$ cat src/rtl/tone_pkg.sv
// Shared types and constants for the tone period meter and its frequency divider.
package tone_pkg;

    typedef enum logic {
        IDLE    = 1'b0,
        MEASURE = 1'b1
    } meter_state_t;

    localparam int DIV_WIDTH   = 32;
    // One load cycle plus one cycle per quotient bit.
    localparam int DIV_LATENCY = 33;

endpackage

$ cat src/rtl/serial_divider.sv
// Unsigned restoring divider producing one quotient bit per cycle; start/busy/done handshake.
module serial_divider
    import tone_pkg::*;
(
    input  logic                 clock,
    input  logic                 reset,
    input  logic                 start,
    input  logic [DIV_WIDTH-1:0] dividend,
    input  logic [DIV_WIDTH-1:0] divisor,
    output logic                 busy,
    output logic                 done,
    output logic [DIV_WIDTH-1:0] quotient
);

    localparam int STEPS   = DIV_LATENCY - 1;
    localparam int STEP_W  = $clog2(STEPS + 1);

    logic [DIV_WIDTH-1:0] dvd_q;
    logic [DIV_WIDTH-1:0] dsr_q;
    logic [DIV_WIDTH-1:0] rem_q;
    logic [STEP_W-1:0]    step_q;

    logic [DIV_WIDTH:0]   rem_shift;
    logic [DIV_WIDTH:0]   diff;
    logic                 q_bit;
    logic [DIV_WIDTH-1:0] rem_next;
    logic [DIV_WIDTH-1:0] quo_next;

    // The dividend register doubles as the quotient shift register: each step
    // shifts one dividend bit out into the remainder and one quotient bit in.
    always_comb begin
        rem_shift = {rem_q, dvd_q[DIV_WIDTH-1]};
        diff      = rem_shift - {1'b0, dsr_q};
        q_bit     = ~diff[DIV_WIDTH];
        rem_next  = q_bit ? diff[DIV_WIDTH-1:0] : rem_shift[DIV_WIDTH-1:0];
        quo_next  = {dvd_q[DIV_WIDTH-2:0], q_bit};
    end

    // NOTE: sequential state uses non-blocking assignments so every register
    // samples the pre-edge values, independent of statement order.
    always_ff @(posedge clock) begin
        if (reset) begin
            dvd_q    <= '0;
            dsr_q    <= '0;
            rem_q    <= '0;
            step_q   <= '0;
            busy     <= 1'b0;
            done     <= 1'b0;
            quotient <= '0;
        end else begin
            done <= 1'b0;
            if (start && !busy) begin
                dvd_q  <= dividend;
                dsr_q  <= divisor;
                rem_q  <= '0;
                step_q <= STEP_W'(STEPS);
                busy   <= 1'b1;
            end else if (busy) begin
                dvd_q  <= quo_next;
                rem_q  <= rem_next;
                step_q <= step_q - 1'b1;
                if (step_q == STEP_W'(1)) begin
                    busy     <= 1'b0;
                    done     <= 1'b1;
                    quotient <= quo_next;
                end
            end
        end
    end

endmodule

$ cat src/rtl/tone_period_meter.sv
// Measures rising-edge-to-rising-edge period of an asynchronous square wave.
// Define TONE_FREQ_DIV_EN to also produce frequency x100 via serial_divider.
module tone_period_meter
    import tone_pkg::*;
#(
    parameter int unsigned CLOCK_FREQUENCY = 12000000,
    parameter int          PERIOD_WIDTH    = 24,
    parameter int          MIN_PERIOD      = 64,
    parameter int          TIMEOUT_CYCLES  = 1000000
) (
    input  logic                    clock,
    input  logic                    reset,
    input  logic                    tone_in,
    output logic [PERIOD_WIDTH-1:0] period,
    output logic                    period_valid,
    output logic                    no_signal,
    output logic [DIV_WIDTH-1:0]    freq_mul_100,
    output logic                    freq_valid
);

    localparam logic [PERIOD_WIDTH-1:0] MIN_CNT     = PERIOD_WIDTH'(MIN_PERIOD);
    localparam logic [PERIOD_WIDTH-1:0] TIMEOUT_CNT = PERIOD_WIDTH'(TIMEOUT_CYCLES);

    if (64'(CLOCK_FREQUENCY) * 64'd100 >= (64'd1 << DIV_WIDTH)) begin : g_bad_clock
        $error("CLOCK_FREQUENCY*100 does not fit the divider width");
    end
    if (64'(TIMEOUT_CYCLES) >= (64'd1 << PERIOD_WIDTH)) begin : g_bad_timeout
        $error("TIMEOUT_CYCLES must be below 2**PERIOD_WIDTH");
    end

    logic [2:0]              sync_q;
    logic                    rise;
    meter_state_t            state_q, state_d;
    logic [PERIOD_WIDTH-1:0] cnt_q;
    logic                    accept;
    logic                    timeout;

    always_ff @(posedge clock) begin
        if (reset) sync_q <= '0;
        else       sync_q <= {sync_q[1:0], tone_in};
    end

    assign rise = sync_q[1] & ~sync_q[2];

    always_ff @(posedge clock) begin
        if (reset) state_q <= IDLE;
        else       state_q <= state_d;
    end

    // NOTE: every output of this block gets a default first, so no path
    // through the case leaves a signal unassigned and infers a latch.
    always_comb begin
        state_d = state_q;
        accept  = 1'b0;
        timeout = 1'b0;
        case (state_q)
            IDLE: begin
                if (rise) state_d = MEASURE;
            end
            MEASURE: begin
                // Timeout wins over a coincident rise.
                if (cnt_q == TIMEOUT_CNT) begin
                    timeout = 1'b1;
                    state_d = IDLE;
                end else if (rise && cnt_q >= MIN_CNT) begin
                    accept = 1'b1;
                end
            end
            default: state_d = IDLE;
        endcase
    end

    always_ff @(posedge clock) begin
        if (reset) begin
            cnt_q        <= '0;
            period       <= '0;
            period_valid <= 1'b0;
            no_signal    <= 1'b1;
        end else begin
            period_valid <= accept;
            if (state_q == IDLE) begin
                if (rise) cnt_q <= PERIOD_WIDTH'(1);
            end else if (timeout) begin
                cnt_q     <= '0;
                period    <= '0;
                no_signal <= 1'b1;
            end else if (accept) begin
                cnt_q     <= PERIOD_WIDTH'(1);
                period    <= cnt_q;
                no_signal <= 1'b0;
            end else begin
                cnt_q <= cnt_q + 1'b1;
            end
        end
    end

`ifdef TONE_FREQ_DIV_EN
    if (MIN_PERIOD < 40) begin : g_bad_min_period
        $error("MIN_PERIOD must be at least 40 so the divider is always idle");
    end

    localparam logic [DIV_WIDTH-1:0] FREQ_DIVIDEND = DIV_WIDTH'(64'(CLOCK_FREQUENCY) * 64'd100);

    logic div_busy;

    serial_divider u_divider (
        .clock    (clock),
        .reset    (reset),
        .start    (period_valid & ~div_busy),
        .dividend (FREQ_DIVIDEND),
        .divisor  (DIV_WIDTH'(period)),
        .busy     (div_busy),
        .done     (freq_valid),
        .quotient (freq_mul_100)
    );
`else
    assign freq_mul_100 = '0;
    assign freq_valid   = 1'b0;
`endif

endmodule

$ cat config.mk
export PLATFORM = sky130hd
export DESIGN_NAME = tone_period_meter
export DESIGN_NICKNAME = d
export VERILOG_FILES = /design/src/rtl/tone_pkg.sv /design/src/rtl/serial_divider.sv /design/src/rtl/tone_period_meter.sv
export SDC_FILE = /design/constraint.sdc
export NUM_CORES = 1
export LEC_CHECK = 0
export BUFFER_PORTS_ARGS = -buffer_cell sky130_fd_sc_hd__buf_2
export CAP_MARGIN = 20
export CORE_MARGIN = 1.5
export CORE_UTILIZATION = 45
export CTS_BUF_LIST = sky130_fd_sc_hd__clkbuf_4 sky130_fd_sc_hd__clkbuf_8
export CTS_CLUSTER_SIZE = 10
export DETAILED_ROUTE_END_ITERATION = 6
export GPL_ROUTABILITY_DRIVEN = 0
export PLACE_DENSITY = 0.8
export SLEW_MARGIN = 20
export SYNTH_ARGS = -nofsm -noshare
export SYNTH_HDL_FRONTEND = slang
export SYNTH_SLANG_ARGS = --single-unit
export TNS_END_PERCENT = 10
$ cat constraint.sdc
create_clock -name clock -period 2.8 [get_ports clock]
set_clock_uncertainty 0.15 [all_clocks]
set_input_delay 0 -clock clock [delete_from_list [all_inputs] [get_ports clock]]
set_output_delay 0 -clock clock [all_outputs]
set_load 0.02 [all_outputs]
==> results.rst, run 1 <==
.. list-table::
   :header-rows: 1

   * - Metric
     - Value
   * - 1st-pass router iterations
     - 5
   * - Leakage component of the power
     - 1.20 nW
   * - Overall power consumption
     - 0.00149 W
   * - Number of CTS-inserted buffers
     - 5
   * - Part of the cycle the worst path needs
     - 0.941
   * - Fraction of synthesized cell area taken by the top area cell type
     - 0.414
   * - Post-Route WL
     - 5350 µm
   * - Routed length per instance
     - 12.8 µm
   * - Fraction of layout cells with a size suffix above 1
     - 0.125
   * - Via count
     - 2216
   * - Xor and xnor area share after synthesis
     - 0.00671
   * - Wire length of the first global-routing pass
     - 8890 µm
   * - Switch share
     - 0.216
   * - Achievable Freq
     - 0.380 GHz
   * - RSZ-0062 raised after global routing
     - false
   * - Maximum count of clock buffers along a single path
     - 2
   * - Synthesized area per cell
     - 8.19 µm²
   * - Time the worst path needs with I/O delays and setup
     - 2630 ps
   * - Overflow after GRT
     - 0
   * - Share of synthesized cell area in full adder, half adder and majority cells
     - 0.00958
   * - Clock-pin slew of the registers on the worst-case setup and hold paths
     - 90 ps
   * - Number of fillers in the final layout
     - 558
   * - Layout area overhead
     - 8.24%
   * - Post-synth EDFFs
     - 0
   * - Non-filler instance count after layout
     - 417
   * - Post-DP HPWL
     - 3780 µm
   * - Total die area
     - 0.00627 mm²
   * - Worst hold slack after final layout
     - 305 ps
   * - Gate count after technology mapping
     - 319
   * - Combinational power share
     - 0.058
   * - Most frequent cells in the layout
     - sky130_fd_sc_hd__dfxtp_1 (54), sky130_fd_sc_hd__conb_1 (33), sky130_fd_sc_hd__a21oi_1 (31)
   * - Overall die height
     - 79.2 µm
   * - Post-CTS Resized
     - 0
   * - Final setup vio count
     - 0
   * - Share of synthesized area spent on multiplexers
     - 0.0345
   * - Synthesized-area fraction occupied by ao, oa, aoi and oai cells
     - 0.137
   * - Clk pwr share
     - 0.421
   * - Dominant cells by area after synthesis
     - sky130_fd_sc_hd__dfxtp_1 (41%), sky130_fd_sc_hd__buf_4 (9.5%), sky130_fd_sc_hd__a21oi_1 (5.9%)
   * - #FFs+latches synth
     - 54
   * - Number of top-level design ports
     - 62
   * - Starting Density
     - 0.471
   * - Largest family of logic cells by synthesized area
     - simple AND/OR/NAND/NOR gates
   * - Cell total after placement
     - 406
   * - Result of the run
     - completed
   * - Switching Power
     - 0.000322 W
   * - Via count of the first global-routing pass
     - 1941
   * - Worst hold-check path type
     - flip-flop to flip-flop
   * - Largest area contributor in the synthesized netlist
     - sky130_fd_sc_hd__dfxtp_1
   * - Worst IR drop on VDD
     - 380 µV
   * - Total number of nets in the final design
     - 349
   * - Crit Path Max Fanout
     - 28
   * - Count of unique library cells instantiated by Yosys
     - 39
   * - Crit path capture type
     - flip-flop
   * - Post-route DRC violation count
     - 0
   * - Antenna violations before repair
     - 0
   * - Kind of critical path
     - flip-flop to flip-flop
   * - Arrival time of data at the critical path endpoint
     - 2710 ps
   * - Post-Syn Area
     - 0.00261 mm²
   * - Number of sinks handled by clock tree synthesis
     - 54
   * - Port Buf Inserts
     - 28
   * - CP startpoint kind
     - flip-flop
   * - Number of rows in the core area
     - 27
   * - Power density relative to cell area
     - 527 mW/mm²
   * - Total routing resource utilization after global routing
     - 0.176
   * - Slew at the pin with the worst max-slew slack
     - 940 ps
   * - Part of the power in registers
     - 0.521
   * - Largest net degree at the start of global routing
     - 29
   * - Core footprint
     - 0.00554 mm²
   * - Max Cap Violations
     - 0
   * - Internal power
     - 0.00117 W
   * - Number of max-slew violations in the final report
     - 0
   * - Die outline width
     - 79.2 µm
   * - First-iteration detailed-routing DRC count
     - 179
   * - Diode insertion count for antenna repair
     - 0
   * - Via density
     - 5.31
   * - Number of hold-slack violations in the final timing report
     - 0
   * - CTS H-tree depth
     - 2
   * - Data required time of the worst path
     - 2880 ps
   * - Root Buffer Master
     - sky130_fd_sc_hd__clkbuf_8
   * - Clock Latency Late Sink
     - 300 ps
   * - Slew margin rel.
     - 0.373
   * - Commonest non-fill, non-tap cell in the layout
     - sky130_fd_sc_hd__dfxtp_1
   * - Antenna viol nets, final
     - 0
   * - Most used flip-flop cell after synthesis
     - sky130_fd_sc_hd__dfxtp_1
   * - Sequential cell area fraction in the yosys report
     - 0.414
   * - CTS tree
     - built
   * - Total Neg Setup Slack
     - 0 ps
   * - Basic-gate share of the synthesized area counting and, or, nand and nor cells
     - 0.253
   * - Synth async-reset ratio
     - 0
   * - Yosys warnings
     - 0
[synth_stat cells, types with 2 or more instances]
cell / instances
sky130_fd_sc_hd__mux2i_1: 9
sky130_fd_sc_hd__a21oi_1: 31
sky130_fd_sc_hd__nor4_1: 3
sky130_fd_sc_hd__nand4_1: 6
sky130_fd_sc_hd__dfxtp_1: 54
sky130_fd_sc_hd__o21ai_1: 2
sky130_fd_sc_hd__nor4b_1: 2
sky130_fd_sc_hd__inv_1: 10
sky130_fd_sc_hd__nor2b_1: 4
sky130_fd_sc_hd__o311ai_1: 2
sky130_fd_sc_hd__nor3_1: 7
sky130_fd_sc_hd__nand3_1: 28
sky130_fd_sc_hd__clkbuf_1: 7
sky130_fd_sc_hd__nor2_1: 24
sky130_fd_sc_hd__and3_1: 4
sky130_fd_sc_hd__buf_2: 6
sky130_fd_sc_hd__a21o_1: 3
sky130_fd_sc_hd__a31oi_1: 11
sky130_fd_sc_hd__nand2_1: 29
sky130_fd_sc_hd__or3_1: 6
sky130_fd_sc_hd__nand2b_1: 4
sky130_fd_sc_hd__and4_1: 3
sky130_fd_sc_hd__buf_6: 3
sky130_fd_sc_hd__ha_1: 2
sky130_fd_sc_hd__o21ai_0: 10
sky130_fd_sc_hd__and2_1: 3
sky130_fd_sc_hd__xor2_1: 2
sky130_fd_sc_hd__buf_4: 33
[metrics by stage]
step / util / setup WS, ps / cell area (µm²)
detailed placement: 0.479 / 219 / 2650
CTS: 0.510 / 197 / 2830
global route: 0.510 / 6.52 / 2830
global placement: 0.479 / 323 / 2650
floorplan: - / 613 / 2730
finish: 0.510 / 166 / 2830
[final timing paths]
kind / start / endpoint / slack (ps) / cells past startpoint
setup / recovery: cnt_q[15] / cnt_q[8] / 170 / 6
hold / removal: sync_q[0] / sync_q[1] / 310 / 1
setup reg to reg: cnt_q[15] / cnt_q[8] / 170 / 6
hold reg to reg: sync_q[0] / sync_q[1] / 310 / 1
[cell type report]
type                            instances  area, µm²  area share
Clock inverter                          2       60.1      0.0212
Tap cell                               72       90.1      0.0319
Inverter                               10       37.5      0.0133
Sequential cell                        54       1080       0.382
Timing Repair Buffer                   35        200      0.0708
Multi-Input combinational cell        238       1270       0.451
Clock buffer                            6       82.6      0.0292
[critical path: stages (launching register included)]
cell	delay (ps)
sky130_fd_sc_hd__dfxtp_1	380
sky130_fd_sc_hd__nor3_1	270
sky130_fd_sc_hd__nand3_1	180
sky130_fd_sc_hd__o211ai_1	250
sky130_fd_sc_hd__and4b_1	860
sky130_fd_sc_hd__o21ai_0	240
sky130_fd_sc_hd__a31oi_1	230
[state kept, by name, indices dropped and copies added (netlist names)]
register and cells:
no_signal 1, sync_q 3, state_q 1, period_valid 1, period 24, cnt_q 24
[layer usage]
layer / part of all wire / track usage / vias up
met5: 0 / 0 / -
met4: 0.0086 / 0.0474 / 0
met3: 0.077 / 0.0356 / 6
met2: 0.48 / 0.294 / 97
met1: 0.43 / 0.232 / 1017
li1: - / - / 1096
[cell families (layout without fill, tap and decap cells)]
kind of cell	Yosys count	after routing
DFF	54	54
AOI/OAI and AO/OA	63	63
other	1	33
xor gates and xnor gates	2	2
and+or+nand+nor	129	129
adders and majority gates	2	2
buffers and inverters	59	53
muxes	9	9
[power by group through the flow]
stage                     clock network (W)  logic [W]  registers (W)
after floorplan                           0   0.000110       0.000792
after global placement                    0  0.0000805       0.000795
after detailed placement                  0  0.0000815       0.000795
after CTS                          0.000641  0.0000851       0.000777
after global routing               0.000665  0.0000948       0.000779
final                              0.000627  0.0000862       0.000777
[timing repair]
item	CTS	global route
setup buffers	0	0
hold buffers	3	0
hold endpoints to repair	17	0
Note: power is estimated with default switching activity, not from simulation.
==> inputs of run 2 (changes only) <==
- CORE_UTILIZATION: 45 -> 55
- PLACE_DENSITY: 0.8 -> 0.93
==> run 2 against run 1 <==
Wire length is 6.3% higher. Setup slack gained 84 ps. Maximum frequency rose by 3.3%. Non-clock buffer count up 1. Critical endpoint is now cnt_q[12]. Largest cell class unchanged. Largest power group unchanged. Highest routed layer unchanged.
==> results.rst, run 2 (synthesis gave the netlist of run 1 again) <==
.. list-table::
   :header-rows: 1

   * - Metric
     - Value
   * - Result of the run
     - completed (unchanged)
   * - Overall die height
     - 71.9 µm (was 79.2 µm)
   * - Worst IR drop on VDD
     - 305 µV (was 380 µV)
   * - Slew at the pin with the worst max-slew slack
     - 689 ps (was 940 ps)
   * - Via count
     - 2263 (was 2216)
   * - Total die area
     - 0.00517 mm² (was 0.00627 mm²)
   * - Post-route cell area
     - 0.00276 mm² (was 0.00283 mm²)
   * - Routed length per instance
     - 14.3 µm (was 12.8 µm)
   * - 1st-pass router iterations
     - 5 (unchanged)
   * - Arrival time of data at the critical path endpoint
     - 2620 ps (was 2710 ps)
   * - First-iteration detailed-routing DRC count
     - 176 (was 179)
   * - Slew margin rel.
     - 0.539 (was 0.373)
   * - Total Neg Setup Slack
     - 0 ps (unchanged)
   * - Clock-pin slew of the registers on the worst-case setup and hold paths
     - 90 ps (about the same)
   * - Largest net degree at the start of global routing
     - 29 (unchanged)
   * - Via count of the first global-routing pass
     - 2168 (was 1941)
   * - Post-Route WL
     - 5690 µm (was 5350 µm)
   * - Pre-CTS WS
     - 262 ps (was 219 ps)
   * - Antenna violations before repair
     - 0 (unchanged)
   * - Layout area overhead
     - 5.51% (was 8.24%)
   * - Post-DP HPWL
     - 3860 µm (was 3780 µm)
   * - Number of max-slew violations in the final report
     - 0 (unchanged)
   * - Achievable Freq
     - 0.392 GHz (was 0.380 GHz)
   * - Number of hold-slack violations in the final timing report
     - 0 (unchanged)
   * - Crit Path Max Fanout
     - 16 (was 28)
   * - Final setup vio count
     - 0 (unchanged)
   * - Diode insertion count for antenna repair
     - 0 (unchanged)
   * - Worst Path Buf+Inv
     - 2 (was 0)
   * - Core footprint
     - 0.00447 mm² (was 0.00554 mm²)
   * - CP delay by family, top
     - simple AND/OR/NAND/NOR gates (unchanged)
   * - Overflow after GRT
     - 0 (unchanged)
   * - Total number of nets in the final design
     - 350 (was 349)
   * - CP max-delay cell
     - sky130_fd_sc_hd__dfxtp_1 (was sky130_fd_sc_hd__and4b_1)
   * - Number of top-level design ports
     - 62 (unchanged)
   * - Buffer count from post-CTS setup fixing
     - 0 (unchanged)
   * - CTS tree
     - built (unchanged)
   * - Power density relative to cell area
     - 468 mW/mm² (was 527 mW/mm²)
   * - Worst path setup slack after routing
     - 250 ps (was 166 ps)
   * - Fraction of layout cells with a size suffix above 1
     - 0.128 (was 0.125)
   * - CTS H-tree depth
     - 2 (unchanged)
   * - Commonest non-fill, non-tap cell in the layout
     - sky130_fd_sc_hd__dfxtp_1 (unchanged)
   * - Starting Density
     - 0.584 (was 0.471)
   * - Via density
     - 5.70 (was 5.31)
   * - Leakage component of the power
     - 1.18 nW (was 1.20 nW)
   * - Part of the cycle the worst path needs
     - 0.911 (was 0.941)
   * - Peak per-stage delay on the critical path
     - 370 ps (was 860 ps)
   * - Maximum count of clock buffers along a single path
     - 2 (unchanged)
   * - Number of CTS-inserted buffers
     - 5 (unchanged)
   * - Data required time of the worst path
     - 2870 ps (was 2880 ps)
   * - Number of rows in the core area
     - 24 (was 27)
   * - Total routing resource utilization after global routing
     - 0.235 (was 0.176)
   * - Antenna viol nets, final
     - 0 (unchanged)
   * - Clock Latency Late Sink
     - 310 ps (was 300 ps)
   * - RSZ-0062 raised after global routing
     - false (unchanged)
   * - Root Buffer Master
     - sky130_fd_sc_hd__clkbuf_8 (unchanged)
   * - Crit path capture type
     - flip-flop (unchanged)
   * - Largest registers ranked by flip-flop count
     - cnt_q: 24 flops, period: 24 flops, sync_q: 3 flops (unchanged)
   * - Port Buf Inserts
     - 28 (unchanged)
   * - Ordered cell list for the critical path
     - nor4_1 -> nand3_1 -> o211ai_1 -> buf_6 -> nand4b_1 -> buf_4 -> or3_1 -> o21ai_0 (was nor3_1 -> nand3_1 -> o211ai_1 -> and4b_1 -> o21ai_0 -> a31oi_1)
   * - Most frequent cells in the layout
     - sky130_fd_sc_hd__dfxtp_1 (54), sky130_fd_sc_hd__conb_1 (33), sky130_fd_sc_hd__a21oi_1 (31) (unchanged)
   * - Worst hold-check path type
     - flip-flop to flip-flop (unchanged)
   * - Die outline width
     - 71.9 µm (was 79.2 µm)
   * - Post-route DRC violation count
     - 0 (unchanged)
   * - Wire length of the first global-routing pass
     - 9660 µm (was 8890 µm)
   * - CP startpoint kind
     - flip-flop (unchanged)
   * - Max Cap Violations
     - 0 (unchanged)
   * - Time the worst path needs with I/O delays and setup
     - 2550 ps (was 2630 ps)
   * - Kind of critical path
     - flip-flop to flip-flop (unchanged)
   * - Number of sinks handled by clock tree synthesis
     - 54 (unchanged)
   * - Total cell area at the placement stage
     - 0.00264 mm² (was 0.00265 mm²)
[run 2: stage by stage]
step                      power (W)  hold WS [ps]  cells  utilization
final                       0.00129           318    397        0.616
after floorplan            0.000902         -21.8    351            -
after detailed placement   0.000876          73.3    387        0.589
after global routing        0.00133           330    397        0.616
after global placement     0.000875          64.5    387        0.589
after CTS                   0.00129           298    397        0.615
[run 2: final timing paths]
kind / start / end / slack (ps) / depth (start not counted)
setup / recovery: cnt_q[10] / cnt_q[12] / 250 / 8
hold / removal: no_signal / no_signal / 320 / 1
setup reg to reg: cnt_q[10] / cnt_q[12] / 250 / 8
hold reg to reg: no_signal / no_signal / 320 / 1
[run 2: timing repair]
| item | CTS | global route |
|---|---|---|
| hold buffers | 3 | 0 |
| gates resized for setup | 0 | 2 |
| setup endpoints to repair | 0 | 4 |
| hold endpoints to repair | 17 | 0 |
[run 2: layer usage]
metal	wire [µm]	up-vias	part of all wire	global-route usage
met5	0	-	0	0
met4	100	0	0.018	0.103
met3	419	13	0.074	0.0500
met2	2850	103	0.50	0.398
met1	2320	1047	0.41	0.289
li1	-	1100	-	-
[run 2: final cells by class]
type	count	area, µm²
Clock buffer	6	76.3
Clock inverter	1	7.51
Fill cell	386	1720
Inverter	10	37.5
Multi-Input combinational cell	238	1280
Sequential cell	54	1080
Tap cell	52	65.1
Timing Repair Buffer	36	211
[run 2: report_power, final]
| group | total (W) | internal (W) | switching, W |
|---|---|---|---|
| Clock | 0.000425 | 0.000182 | 0.000244 |
| Sequential | 0.000778 | 0.000772 | 0.00000668 |
| Combinational | 0.0000862 | 0.0000165 | 0.0000697 |
| Total | 0.00129 | 0.000970 | 0.000320 |
==> inputs of run 3 (changes only) <==
- PLACE_DENSITY: 0.93 -> 0.82
- clock period: 2.8 -> 2.71 ns (I/O delays scaled with it)
==> run 3 against run 2 <==
Setup slack worse by 5.4 ps. Largest cell class unchanged. Global-route usage shrank 0.28 points. Worst hold slack got worse by 15 ps. Via count shrank 1.5%. Critical path depth down 2. First-iteration DRC count increased by 2.3%. Power up 13%. Sequential power grew 3.3%. Final cell count up 1.0%. Register-to-register slack is essentially flat.
==> results.rst, run 3 (synthesis gave the netlist of run 1 again) <==
.. list-table::
   :header-rows: 1

   * - Metric
     - Value
   * - Data required time of the worst path
     - 2750 ps (was 2870 ps)
   * - RSZ-0062 raised after global routing
     - false (unchanged)
   * - First-iteration detailed-routing DRC count
     - 180 (was 176)
   * - Post-DP HPWL
     - 4030 µm (was 3860 µm)
   * - Port Buf Inserts
     - 28 (unchanged)
   * - Hold path startpoint
     - sync_q[0] (was no_signal)
   * - Met1 usage
     - 0.299 (was 0.289)
   * - Number of max-slew violations in the final report
     - 0 (unchanged)
   * - Via count
     - 2228 (was 2263)
   * - Slew margin rel.
     - 0.640 (was 0.539)
   * - FF+latch area
     - 0.00108 mm² (unchanged)
   * - Post-route cell area
     - 0.00281 mm² (was 0.00276 mm²)
   * - Wire length of the first global-routing pass
     - 9510 µm (was 9660 µm)
   * - Achievable Freq
     - 0.406 GHz (was 0.392 GHz)
   * - Antenna viol nets, final
     - 0 (unchanged)
   * - Total number of nets in the final design
     - 353 (was 350)
   * - Crit Path Max Fanout
     - 28 (was 16)
   * - Part of the cycle the worst path needs
     - 0.910 (was 0.911)
   * - Post-route DRC violation count
     - 0 (unchanged)
   * - Power density relative to cell area
     - 518 mW/mm² (was 468 mW/mm²)
   * - Clock-pin slew of the registers on the worst-case setup and hold paths
     - 100 ps (was 90 ps)
   * - Antenna violations before repair
     - 0 (unchanged)
   * - Total routing resource utilization after global routing
     - 0.232 (was 0.235)
   * - Time the worst path needs with I/O delays and setup
     - 2460 ps (was 2550 ps)
   * - Result of the run
     - completed (unchanged)
   * - Number of hold-slack violations in the final timing report
     - 0 (unchanged)
   * - Met3 track utilization from global routing
     - 0.0486 (was 0.0500)
   * - Commonest non-fill, non-tap cell in the layout
     - sky130_fd_sc_hd__dfxtp_1 (unchanged)
   * - Core footprint
     - 0.00447 mm² (unchanged)
   * - Pre-CTS WS
     - 104 ps (was 262 ps)
   * - Starting Density
     - 0.584 (unchanged)
   * - Most Crowded Layer GR
     - met2 (unchanged)
   * - 1st-pass router iterations
     - 4 (was 5)
   * - Max Cap Violations
     - 0 (unchanged)
   * - Overall die height
     - 71.9 µm (unchanged)
   * - Clock Latency Late Sink
     - 320 ps (was 310 ps)
   * - Final setup vio count
     - 0 (unchanged)
   * - Via count of the first global-routing pass
     - 2102 (was 2168)
   * - Leakage component of the power
     - 1.21 nW (was 1.18 nW)
   * - Via density
     - 5.56 (was 5.70)
   * - Worst path setup slack after routing
     - 245 ps (was 250 ps)
   * - Most frequent cells in the layout
     - sky130_fd_sc_hd__dfxtp_1 (54), sky130_fd_sc_hd__conb_1 (33), sky130_fd_sc_hd__a21oi_1 (31) (unchanged)
   * - Arrival time of data at the critical path endpoint
     - 2500 ps (was 2620 ps)
   * - Number of sinks handled by clock tree synthesis
     - 54 (unchanged)
   * - Worst setup path startpoint
     - cnt_q[10] (unchanged)
   * - Layout area overhead
     - 7.52% (was 5.51%)
   * - Largest net degree at the start of global routing
     - 29 (unchanged)
   * - Root Buffer Master
     - sky130_fd_sc_hd__clkbuf_8 (unchanged)
   * - Total Neg Setup Slack
     - 0 ps (unchanged)
   * - Crit path capture type
     - flip-flop (unchanged)
   * - Met2 usage in global routing
     - 0.371 (was 0.398)
   * - Worst IR drop on VDD
     - 454 µV (was 305 µV)
   * - Die outline width
     - 71.9 µm (unchanged)
   * - Number of top-level design ports
     - 62 (unchanged)
   * - Maximum count of clock buffers along a single path
     - 2 (unchanged)
   * - Kind of critical path
     - flip-flop to flip-flop (unchanged)
   * - CP startpoint kind
     - flip-flop (unchanged)
   * - Number of rows in the core area
     - 24 (unchanged)
   * - Worst R2R Start
     - cnt_q[10] (unchanged)
   * - Total cell area at the placement stage
     - 0.00266 mm² (was 0.00264 mm²)
   * - Diode insertion count for antenna repair
     - 0 (unchanged)
   * - Number of CTS-inserted buffers
     - 5 (unchanged)
   * - Area of combinational cells with multiple inputs
     - 0.00128 mm² (unchanged)
   * - Post-Route WL
     - 5680 µm (was 5690 µm)
   * - Number of fillers in the final layout
     - 409 (was 386)
   * - Overflow after GRT
     - 0 (unchanged)
   * - Slew at the pin with the worst max-slew slack
     - 540 ps (was 689 ps)
   * - CTS tree
     - built (unchanged)
   * - Largest registers ranked by flip-flop count
     - cnt_q: 24 flops, period: 24 flops, sync_q: 3 flops (unchanged)
   * - Total die area
     - 0.00517 mm² (unchanged)
   * - CTS H-tree depth
     - 2 (unchanged)
   * - Routed length per instance
     - 14.2 µm (was 14.3 µm)
   * - Worst hold-check path type
     - flip-flop to flip-flop (unchanged)
   * - Fraction of layout cells with a size suffix above 1
     - 0.138 (was 0.128)
==> run 3: cell count changes in the layout (fill, tap and decap cells not counted) <==
cell                        before  now
sky130_fd_sc_hd__buf_6           1    0
sky130_fd_sc_hd__clkbuf_4        1    0
sky130_fd_sc_hd__buf_4           4    8
sky130_fd_sc_hd__inv_8           0    1
sky130_fd_sc_hd__bufinv_16       0    1
==> run 3: layout make-up <==
| cell class | instances | share of cell area |
|---|---|---|
| clock inverter | 3 | 0.0174 |
| inverter | 10 | 0.0134 |
| timing repair buffer | 39 | 0.0820 |
| clock buffer | 5 | 0.0245 |
| multi-input combinational | 238 | 0.455 |
| tap | 52 | 0.0232 |
| sequential | 54 | 0.385 |
==> run 3: critical path, stage by stage (launching register included) <==
cell and delay, ps:
sky130_fd_sc_hd__dfxtp_1 360, sky130_fd_sc_hd__nor4_1 330, sky130_fd_sc_hd__nand3_1 170, sky130_fd_sc_hd__or4_4 580, sky130_fd_sc_hd__and4b_2 410, sky130_fd_sc_hd__a41oi_1 270
sky130_fd_sc_hd__a31oi_1 50
==> run 3: path summary, 6_finish.rpt <==
path | cells past startpoint | slack [ps] | endpoint
setup / recovery | 6 | 250 | cnt_q[5]
hold / removal | 1 | 300 | sync_q[1]
setup reg to reg | 6 | 250 | cnt_q[5]
hold reg to reg | 1 | 300 | sync_q[1]
==> run 3: report_power, final <==
part	switching (W)	internal, W	total (W)
Clock	0.000279	0.000282	0.000561
Sequential	0.00000662	0.000797	0.000804
Combinational	0.0000723	0.0000169	0.0000892
==> run 3: per-layer routing <==
| layer | vias to the layer above | part of all wire | wire length (µm) |
|---|---|---|---|
| met5 | - | 0 | 0 |
| met2 | 90 | 0.48 | 2750 |
| met4 | 0 | 0.024 | 135 |
| met3 | 21 | 0.058 | 332 |
| li1 | 1109 | - | - |
| met1 | 1008 | 0.43 | 2460 |
==> run 3: stage by stage <==
stage / total power (W) / util / hold WS [ps] / std cells
2_1_floorplan: 0.000932 / - / -21.8 / 351
5_1_grt: 0.00150 / 0.628 / 324 / 401
4_1_cts: 0.00147 / 0.627 / 308 / 401
3_3_place_gp: 0.000905 / 0.594 / 64.1 / 390
3_5_place_dp: 0.000906 / 0.594 / 70.1 / 390
6_report: 0.00145 / 0.628 / 303 / 401
==> run 3: repair_timing <==
action                                  CTS  global route
resized for setup                         0             1
endpoints found under the setup margin    0            18
hold buffers                              3             0
hold endpoints to repair                 17             0
buffers inserted                          0             0
